[src/rtl/approx_mult_pkg.sv]
// Shared types and default widths for the approximate-multiplier accumulator slice.
package approx_mult_pkg;

   typedef enum logic [1:0] {
      IDLE  = 2'd0,
      ACCUM = 2'd1,
      DONE  = 2'd2
   } state_t;

   localparam int unsigned DEF_PROD_W = 16;
   localparam int unsigned DEF_ACC_W  = 24;
   localparam int unsigned DEF_LEN_W  = 8;

endpackage

[src/rtl/acc_sat_add.sv]
// Combinational ACC_W adder with carry out; clamps to all-ones on carry when SATURATE_EN is defined.
module acc_sat_add
   import approx_mult_pkg::*;
#(
   parameter int unsigned ACC_W = DEF_ACC_W
) (
   input  logic [ACC_W-1:0] acc,
   input  logic [ACC_W-1:0] prod,
   output logic [ACC_W-1:0] sum,
   output logic             carry
);

   logic [ACC_W-1:0] raw_sum;

   assign {carry, raw_sum} = {1'b0, acc} + {1'b0, prod};

`ifdef SATURATE_EN
   // Once clamped, any further non-zero product carries again, so the sum stays pinned.
   assign sum = carry ? '1 : raw_sum;
`else
   assign sum = raw_sum;
`endif

endmodule

[src/rtl/approx_mult_accumulator.sv]
// Frame accumulator for approximate-multiplier products; SATURATE_EN selects clamping over wrap.
module approx_mult_accumulator
   import approx_mult_pkg::*;
#(
   parameter int unsigned PROD_W = DEF_PROD_W,
   parameter int unsigned ACC_W  = DEF_ACC_W,
   parameter int unsigned LEN_W  = DEF_LEN_W
) (
   input  logic              clk,
   input  logic              rst,
   input  logic              start,
   input  logic [LEN_W-1:0]  len,
   input  logic              in_valid,
   output logic              in_ready,
   input  logic [PROD_W-1:0] in_Y,
   output logic              out_valid,
   input  logic              out_ready,
   output logic [ACC_W-1:0]  out_sum,
   output logic              out_ovf,
   output logic              busy
);

   if (ACC_W < PROD_W) begin : g_bad_width
      $error("approx_mult_accumulator: ACC_W must be >= PROD_W");
   end

   state_t             state_q, state_n;
   logic [ACC_W-1:0]   acc_q;
   logic [LEN_W-1:0]   cnt_q;
   logic               ovf_q;
   logic [ACC_W-1:0]   prod_ext;
   logic [ACC_W-1:0]   sum_n;
   logic               carry_n;
   logic               beat;

   always_comb begin
      prod_ext = '0;
      prod_ext[PROD_W-1:0] = in_Y;
   end

   acc_sat_add #(.ACC_W(ACC_W)) u_add (
      .acc   (acc_q),
      .prod  (prod_ext),
      .sum   (sum_n),
      .carry (carry_n)
   );

   assign beat = in_valid && (state_q == ACCUM);

   always_comb begin
      state_n = state_q;
      case (state_q)
         IDLE:    if (start) state_n = (len != '0) ? ACCUM : DONE;
         ACCUM:   if (beat && (cnt_q == LEN_W'(1))) state_n = DONE;
         DONE:    if (out_ready) state_n = IDLE;
         default: state_n = IDLE;
      endcase
   end

   always_ff @(posedge clk or posedge rst) begin
      if (rst) begin
         state_q <= IDLE;
         acc_q   <= '0;
         cnt_q   <= '0;
         ovf_q   <= 1'b0;
      end else begin
         state_q <= state_n;
         if (state_q == IDLE && start) begin
            acc_q <= '0;
            ovf_q <= 1'b0;
            cnt_q <= len;
         end else if (beat) begin
            acc_q <= sum_n;
            cnt_q <= cnt_q - LEN_W'(1);
            if (carry_n) ovf_q <= 1'b1;
         end
      end
   end

   assign in_ready  = (state_q == ACCUM);
   assign out_valid = (state_q == DONE);
   assign busy      = (state_q != IDLE);
   assign out_sum   = acc_q;
   assign out_ovf   = ovf_q;

endmodule

[config.mk]
export PLATFORM = sky130hd
export DESIGN_NAME = approx_mult_accumulator
export DESIGN_NICKNAME = d
export VERILOG_FILES = /design/src/rtl/approx_mult_pkg.sv /design/src/rtl/acc_sat_add.sv /design/src/rtl/approx_mult_accumulator.sv
export SDC_FILE = /design/constraint.sdc
export NUM_CORES = 1
export LEC_CHECK = 0
export ABC_AREA = 1
export CORE_UTILIZATION = 45
export CTS_CLUSTER_SIZE = 40
export DETAILED_ROUTE_END_ITERATION = 8
export DONT_BUFFER_PORTS = 1
export GPL_TIMING_DRIVEN = 0
export PLACE_DENSITY = 0.61
export SLEW_MARGIN = 20
export SYNTH_ARGS = -nofsm -noshare
export SYNTH_HDL_FRONTEND = slang
export SYNTH_HIERARCHICAL = 1
export SYNTH_SLANG_ARGS = --single-unit
[constraint.sdc]
create_clock -name clk -period 2 [get_ports clk]
set_input_delay 0.3 -clock clk [delete_from_list [all_inputs] [get_ports clk]]
set_output_delay 0.3 -clock clk [all_outputs]
set_load 0.01 [all_outputs]
==> results by group, run 1 <==
Floorplan
  • FP Rows: 31
  • Initial Util: 47.1%
  • Die area: 8070 sq um
  • Die X: 89.8 um
  • Placeable core area: 7370 sq um
  • Boundary pin count: 57
  • Die Y: 89.8 um

STA
  • Crit path time final: 1.90 ns
  • Final worst setup slack: 0.101 ns
  • FMAX: 527 MHz
  • Max-slew violations: 0
  • Clock skew: 0.00844 ns
  • Fin crit share: 95.0%
  • Fin Setup TNS: 0 ns
  • Fin. Hold Viols: 0
  • Final setup fails: 0

Cells and area
  • Post-route non-filler standard cell count: 701
  • Area growth, synth to finish: 14.1%
  • N_diodes: 0
  • Finished Cell Area: 3960 sq um
  • Filler Cells Inserted: 774
  • Layout cells sized above 1: 12.6%
  • Layout Nets: 658

Global route
  • Pin count of the biggest net entering global routing: 23
  • Vias in the first global route: 3,214
  • Initial antenna violation count: 0
  • Grt ovf: 0
  • First-pass GRT wire length: 14,800 um
  • Total track usage: 22.7%

Run
  • Maxcap violations: 0

Power and ir drop
  • PD cells: 1300 nW/um^2
  • Pleak: 0.00227 uW
  • VDD IR max: 0.607 mV
  • Power, Total: 5150 uW

Hold path
  • Hold Startpoint: len[3]
  • Number of cells on the worst hold path: 2
  • Worst hold path type: input port to register
  • Hold EP: cnt_q[3]

Worst setup path
  • Critical setup path kind: register to register
  • R2r setup slk: 0.10 ns
  • Worst R2R End: out_ovf
  • CP Data Arrival Time: 2.08 ns
  • Cell mode on critical path: nand2_1
  • Crit path max-delay family: simple AND/OR/NAND/NOR gates
  • Slowest cell on crit path: dfrtp_2
  • CP Capture Type: register
  • Critical Path RT: 2.18 ns
  • Crit-path max FO: 3
  • CP Cell Sequence: ha_4, fa_2, nand2_1, nand2_2, nand2_4, o21ai_4, nand2_2, nand2_1, nand2_1, nand2_1, nand2_2, a21oi_2
  • Reg2reg start: out_sum[0]
  • Crit-path max cell delay: 0.46 ns
  • CP bufs+invs: 0
  • CP startpoint kind: register
  • Reg2Reg Depth: 12

Drt
  • Final WL: 8680 um
  • Post-DR vias/cell: 4.77
  • Post-route ant nets: 0
  • Drt drc: 0
  • 1st-pass router iterations: 4
  • First DRT Iteration DRCs: 140
  • Via Count: 3,341
  • DR WL/cell: 12.4 um

Synth
  • Post-synth top area cell: nand2_1
  • Mapped cell area: 3470 sq um
  • Most used DFF post-synth: dfrtp_1
  • Syn Inst Count: 582
  • Largest cells by area after synthesis: nand2_1, dfrtp_1, inv_1, ha_1, nor2_1
  • Cell variety after synth: 32
  • Mean cell area of the mapped netlist: 5.97 sq um
  • Synth Warn #: 6
  • Sequential share of the synthesized area: 25.2%
  • Synth async-reset ratio: 100%
  • Synth cell count leaders: nand2_1, inv_1, nor2_1
  • EDFF count, synth: 0
  • Flops & latches, synth: 35
  • Synth top area share: 29.4%
  • Cell with the most instances after synthesis: nand2_1

Clock tree
  • Clk slew on worst S/H paths: 0.08 ns
  • CTS H-tree lvls: 2
  • Maximum buffer depth of the clock tree: 2
  • CTS Root Cell: clkbuf_8
  • Clk sinks: 35
  • CTS buffer count: 5
  • CTS tree: yes
  • Clk_lat worst skew: 0.29 ns

Place
  • Placer's final routability congestion estimate: 0.869
  • Area after DPL: 3650 sq um
  • Placed wire-length estimate: 6930 um
  • Dpl cells: 689
  • PortBufs: 0
  • Pre-CTS setup slack: -0.139 ns

Status
  • Status: completed
[report_power, final]
group,switching [uW],internal [uW]
clock,282,271
combinational,1980,1230
sequential,385,998
[worst register-to-register path, stage by stage, from the launching register on]
cell and delay [ns]:
dfrtp_2 0.46, ha_4 0.18, fa_2 0.38, nand2_1 0.10
nand2_2 0.08, nand2_4 0.10, o21ai_4 0.07, nand2_2 0.08
nand2_1 0.08, nand2_1 0.07, nand2_1 0.08, nand2_2 0.08
a21oi_2 0.04
[sequential cells by signal (all words and copies together), names as in the netlist]
| name | flops |
|---|---|
| cnt_q | 8 |
| out_ovf | 1 |
| out_sum | 24 |
| state_q | 2 |
[metrics by stage]
stage               hold WS, ns  util [%]
finish                    0.134      53.7
floorplan                 0.433         -
detailed placement        0.180      49.5
global route              0.132      53.7
global placement          0.441      49.2
CTS                       0.128      51.0
[per-layer routing]
| metal | vias to the layer above | track usage [%] | wire (um) |
|---|---|---|---|
| met4 | 0 | 9.70 | 323 |
| met5 | - | 0 | 0 |
| met1 | 1452 | 29.3 | 4130 |
| met2 | 85 | 36.5 | 3780 |
| li1 | 1778 | - | - |
| met3 | 26 | 4.99 | 444 |
[kinds of logic after synthesis]
logic type / Yosys count / synth area share [%]
XOR/XNOR: 14 / 3.53
flip-flops: 35 / 25.2
adder cells (fa/ha/maj): 27 / 9.95
buffers and inverters: 105 / 12.5
AO/OA/AOI/OAI: 26 / 4.36
AND/OR/NAND/NOR: 374 / 44.3
other: 1 / 0.108
[layout make-up]
cell class	count	area, sq um	share of cell area [%]
Multi-Input combinational cell	449	2370	59.8
Buffer	5	56.3	1.42
Timing Repair Buffer	6	67.6	1.71
Clock buffer	6	82.6	2.09
Clock inverter	1	5.00	0.126
Tap cell	99	124	3.13
Sequential cell	35	878	22.2
Inverter	100	378	9.54
[placed cells by master, fill, tap and decap left out, types with 3 or more instances in the layout]
cell      count
nand2_1     265
inv_1        92
nor2_1       43
dfrtp_1      33
nand3_1      22
nand2_2      14
a21oi_1      12
xor2_1       12
ha_1         11
ha_4          9
conb_1        8
inv_2         7
o21ai_0       7
buf_4         6
nor2_2        6
clkbuf_8      6
ha_2          6
nand4_1       5
nor2_4        4
nor3_1        4
nand2_4       3
o211ai_1      3
[repair_timing]
item / in CTS / in global routing
hold endpoints to repair: 13 / 0
setup endpoints to repair: 6 / 10
hold buffers: 1 / 0
setup buffers: 0 / 4
pin swaps: 0 / 3
resized for setup: 3 / 31
[worst max path at each step]
stage / startpoint / cells after the start / to / slack (ns)
finish: out_sum[0] / 12 / out_ovf / 0.10
global route: out_sum[0] / 12 / out_ovf / -0.01
CTS: out_sum[0] / 12 / out_ovf / 0.003
detailed placement: out_sum[0] / 12 / out_ovf / -0.14
global placement: out_sum[0] / 12 / out_ovf / -0.14
floorplan: out_sum[0] / 12 / out_ovf / 0.17
Power figures use the tool's default switching activity.
==> run 2, diff against run 1 <==
--- a/config.mk
+++ b/config.mk
@@ -12,6 +12,7 @@
 export DONT_BUFFER_PORTS = 1
 export GPL_TIMING_DRIVEN = 0
 export PLACE_DENSITY = 0.61
+export SETUP_SLACK_MARGIN = 0.4
 export SLEW_MARGIN = 20
 export SYNTH_ARGS = -nofsm -noshare
 export SYNTH_HDL_FRONTEND = slang
==> run 2 against run 1 <==
  * Sequential power increased by 5%
  * Die area unchanged
  * Worst hold slack about the same
  * Critical endpoint is now out_sum[4]
  * Via count increased by 5.0%
  * Largest power group unchanged
  * Utilization increased by 8.5 points
  * Clock skew decreased by 0.0055 ns
  * Global-route usage increased by 2.0 points
  * Cell area increased by 16%
  * Clock power decreased by 2%
  * Sequential share of layout area decreased by 2.6 points
  * Largest cell class unchanged
  * Wire length increased by 11%
  * Power increased by 17%
==> results by group, run 2 (synthesized netlist as in run 1, its figures left out) <==
Status
  • Status: completed

Clock tree
  • CTS Root Cell: clkbuf_8
  • Maximum buffer depth of the clock tree: 2
  • CTS buffer count: 5
  • Clk_lat worst skew: 0.29 ns
  • Clk sinks: 35
  • Clk slew on worst S/H paths: 0.08 ns
  • CTS H-tree lvls: 2
  • CTS tree: yes

Drt
  • Post-route ant nets: 0
  • Final WL: 9670 um
  • DR top layer: met4
  • WL met2: 4760 um
  • 1st-pass router iterations: 4
  • Via Count: 3,509
  • Metal-1 WL: 4350 um
  • Post-DR vias/cell: 4.89
  • Drt drc: 0
  • DR WL/cell: 13.5 um
  • First DRT Iteration DRCs: 146
  • Met3 routed WL: 364 um

Cells and area
  • Layout cells sized above 1: 29.8%
  • Commonest non-fill, non-tap cell in the layout: nand2_1
  • Most frequent cells in the layout: nand2_1, inv_1, nor2_1, nand2_2, ha_4
  • Area growth, synth to finish: 32.0%
  • Finished Cell Area: 4580 sq um
  • N_diodes: 0
  • Layout Nets: 673
  • Post-route non-filler standard cell count: 717
  • Max FFs per register: 24

Hold path
  • Worst hold path type: input port to register
  • Hold Startpoint: len[3]

Floorplan
  • Die X: 89.8 um
  • Die area: 8070 sq um
  • Boundary pin count: 57
  • FP Rows: 31
  • Die Y: 89.8 um
  • Initial Util: 47.1%
  • Placeable core area: 7370 sq um

Worst setup path
  • Reg2reg start: out_sum[0]
  • Crit path max-delay family: adder cells
  • Critical Path RT: 2.23 ns
  • CP Cell Sequence: ha_4, fa_2, nand2_2, nand2_4, nand2_4, buf_4, buf_4, buf_6, xnor2_2, nand2_1, nand2_1
  • CP startpoint kind: register
  • CP bufs+invs: 3
  • CP Capture Type: register
  • CP Data Arrival Time: 2.04 ns
  • Crit-path max FO: 3
  • Slowest cell on crit path: dfrtp_2
  • Worst Setup SP: out_sum[0]
  • Crit-path max cell delay: 0.46 ns
  • Critical setup path kind: register to register

STA
  • Clock skew: 0.00292 ns
  • Max-slew violations: 0
  • FMAX: 554 MHz
  • Final setup fails: 0
  • RSZ-0062 raised after global routing: true
  • Fin crit share: 90.3%
  • Crit path time final: 1.81 ns
  • Final worst setup slack: 0.194 ns
  • Final hold slack: 0.134 ns
  • Fin. Hold Viols: 0

Power and ir drop
  • VDD IR max: 0.711 mV
  • Pleak: 0.00244 uW
  • Power, Total: 6020 uW
  • PD cells: 1310 nW/um^2

Global route
  • Total track usage: 24.7%
  • Pin count of the biggest net entering global routing: 23
  • Vias in the first global route: 3,496
  • Initial antenna violation count: 0
  • First-pass GRT wire length: 16,000 um
  • Grt ovf: 0

Place
  • Dpl cells: 689
  • Placer's final routability congestion estimate: 0.889
  • Placed wire-length estimate: 7120 um
  • Pre-CTS setup slack: -0.0688 ns
  • Area after DPL: 3720 sq um
  • PortBufs: 0

Run
  • Maxcap violations: 0
run 2: changes by cell type in the layout (fill, tap and decap cells not counted), moves of 7 or more:
cell,delta
nand2_4,+13
buf_4,+9
nand2_1,-38
ha_4,+13
dfrtp_2,+17
nand2_2,+25
ha_1,-7
dfrtp_1,-17
nand3_1,-9
run 2: layout make-up:
cell class                 count  area (sq um)
buffer                         5          56.3
clock buffer                   5          68.8
clock inverter                 3          20.0
fill                         709          2790
inverter                     100           378
multi-input combinational    449          2840
sequential                    35           900
tap                           99           124
timing repair buffer          21           203
run 2: layer usage:
layer | vias to the layer above | GRT usage (%)
met5 | - | 0
met4 | 0 | 7.10
met3 | 14 | 4.31
met2 | 61 | 43.3
met1 | 1619 | 30.9
li1 | 1815 | -
run 2: final timing paths:
path                                     to  depth (start not counted)  slack [ns]
worst max-delay path             out_sum[4]                         11        0.19
worst min-delay path               cnt_q[3]                          2        0.13
worst max register to register   out_sum[4]                         11        0.19
worst min register to register     cnt_q[1]                          2        0.55
max in group asynchronous        out_sum[3]                          3        1.13
min in group asynchronous       out_sum[22]                          2        0.43
run 2: through the flow:
| stage | utilization [%] | setup TNS [ns] |
|---|---|---|
| after floorplan | - | 0 |
| after global placement | 50.1 | -0.0673 |
| after detailed placement | 50.5 | -0.0717 |
| after CTS | 59.5 | 0 |
| after global routing | 62.2 | 0 |
| final | 62.2 | 0 |
run 2: what timing repair did:
item / 4_1_cts / 5_1_grt
hold buffers: 1 / 0
endpoints found under the setup margin: 21 / 22
hold endpoints to repair: 13 / 0
gates resized for setup: 98 / 47
pin swaps: 46 / 52
setup buffers: 16 / 3
run 2: power breakdown:
group          internal, uW  leakage, uW  total (uW)  switching, uW
Sequential             1020     0.000422        1450            423
Combinational          1690      0.00198        4030           2350
Clock                   243    0.0000402         540            297
Total                  2950      0.00244        6020           3070
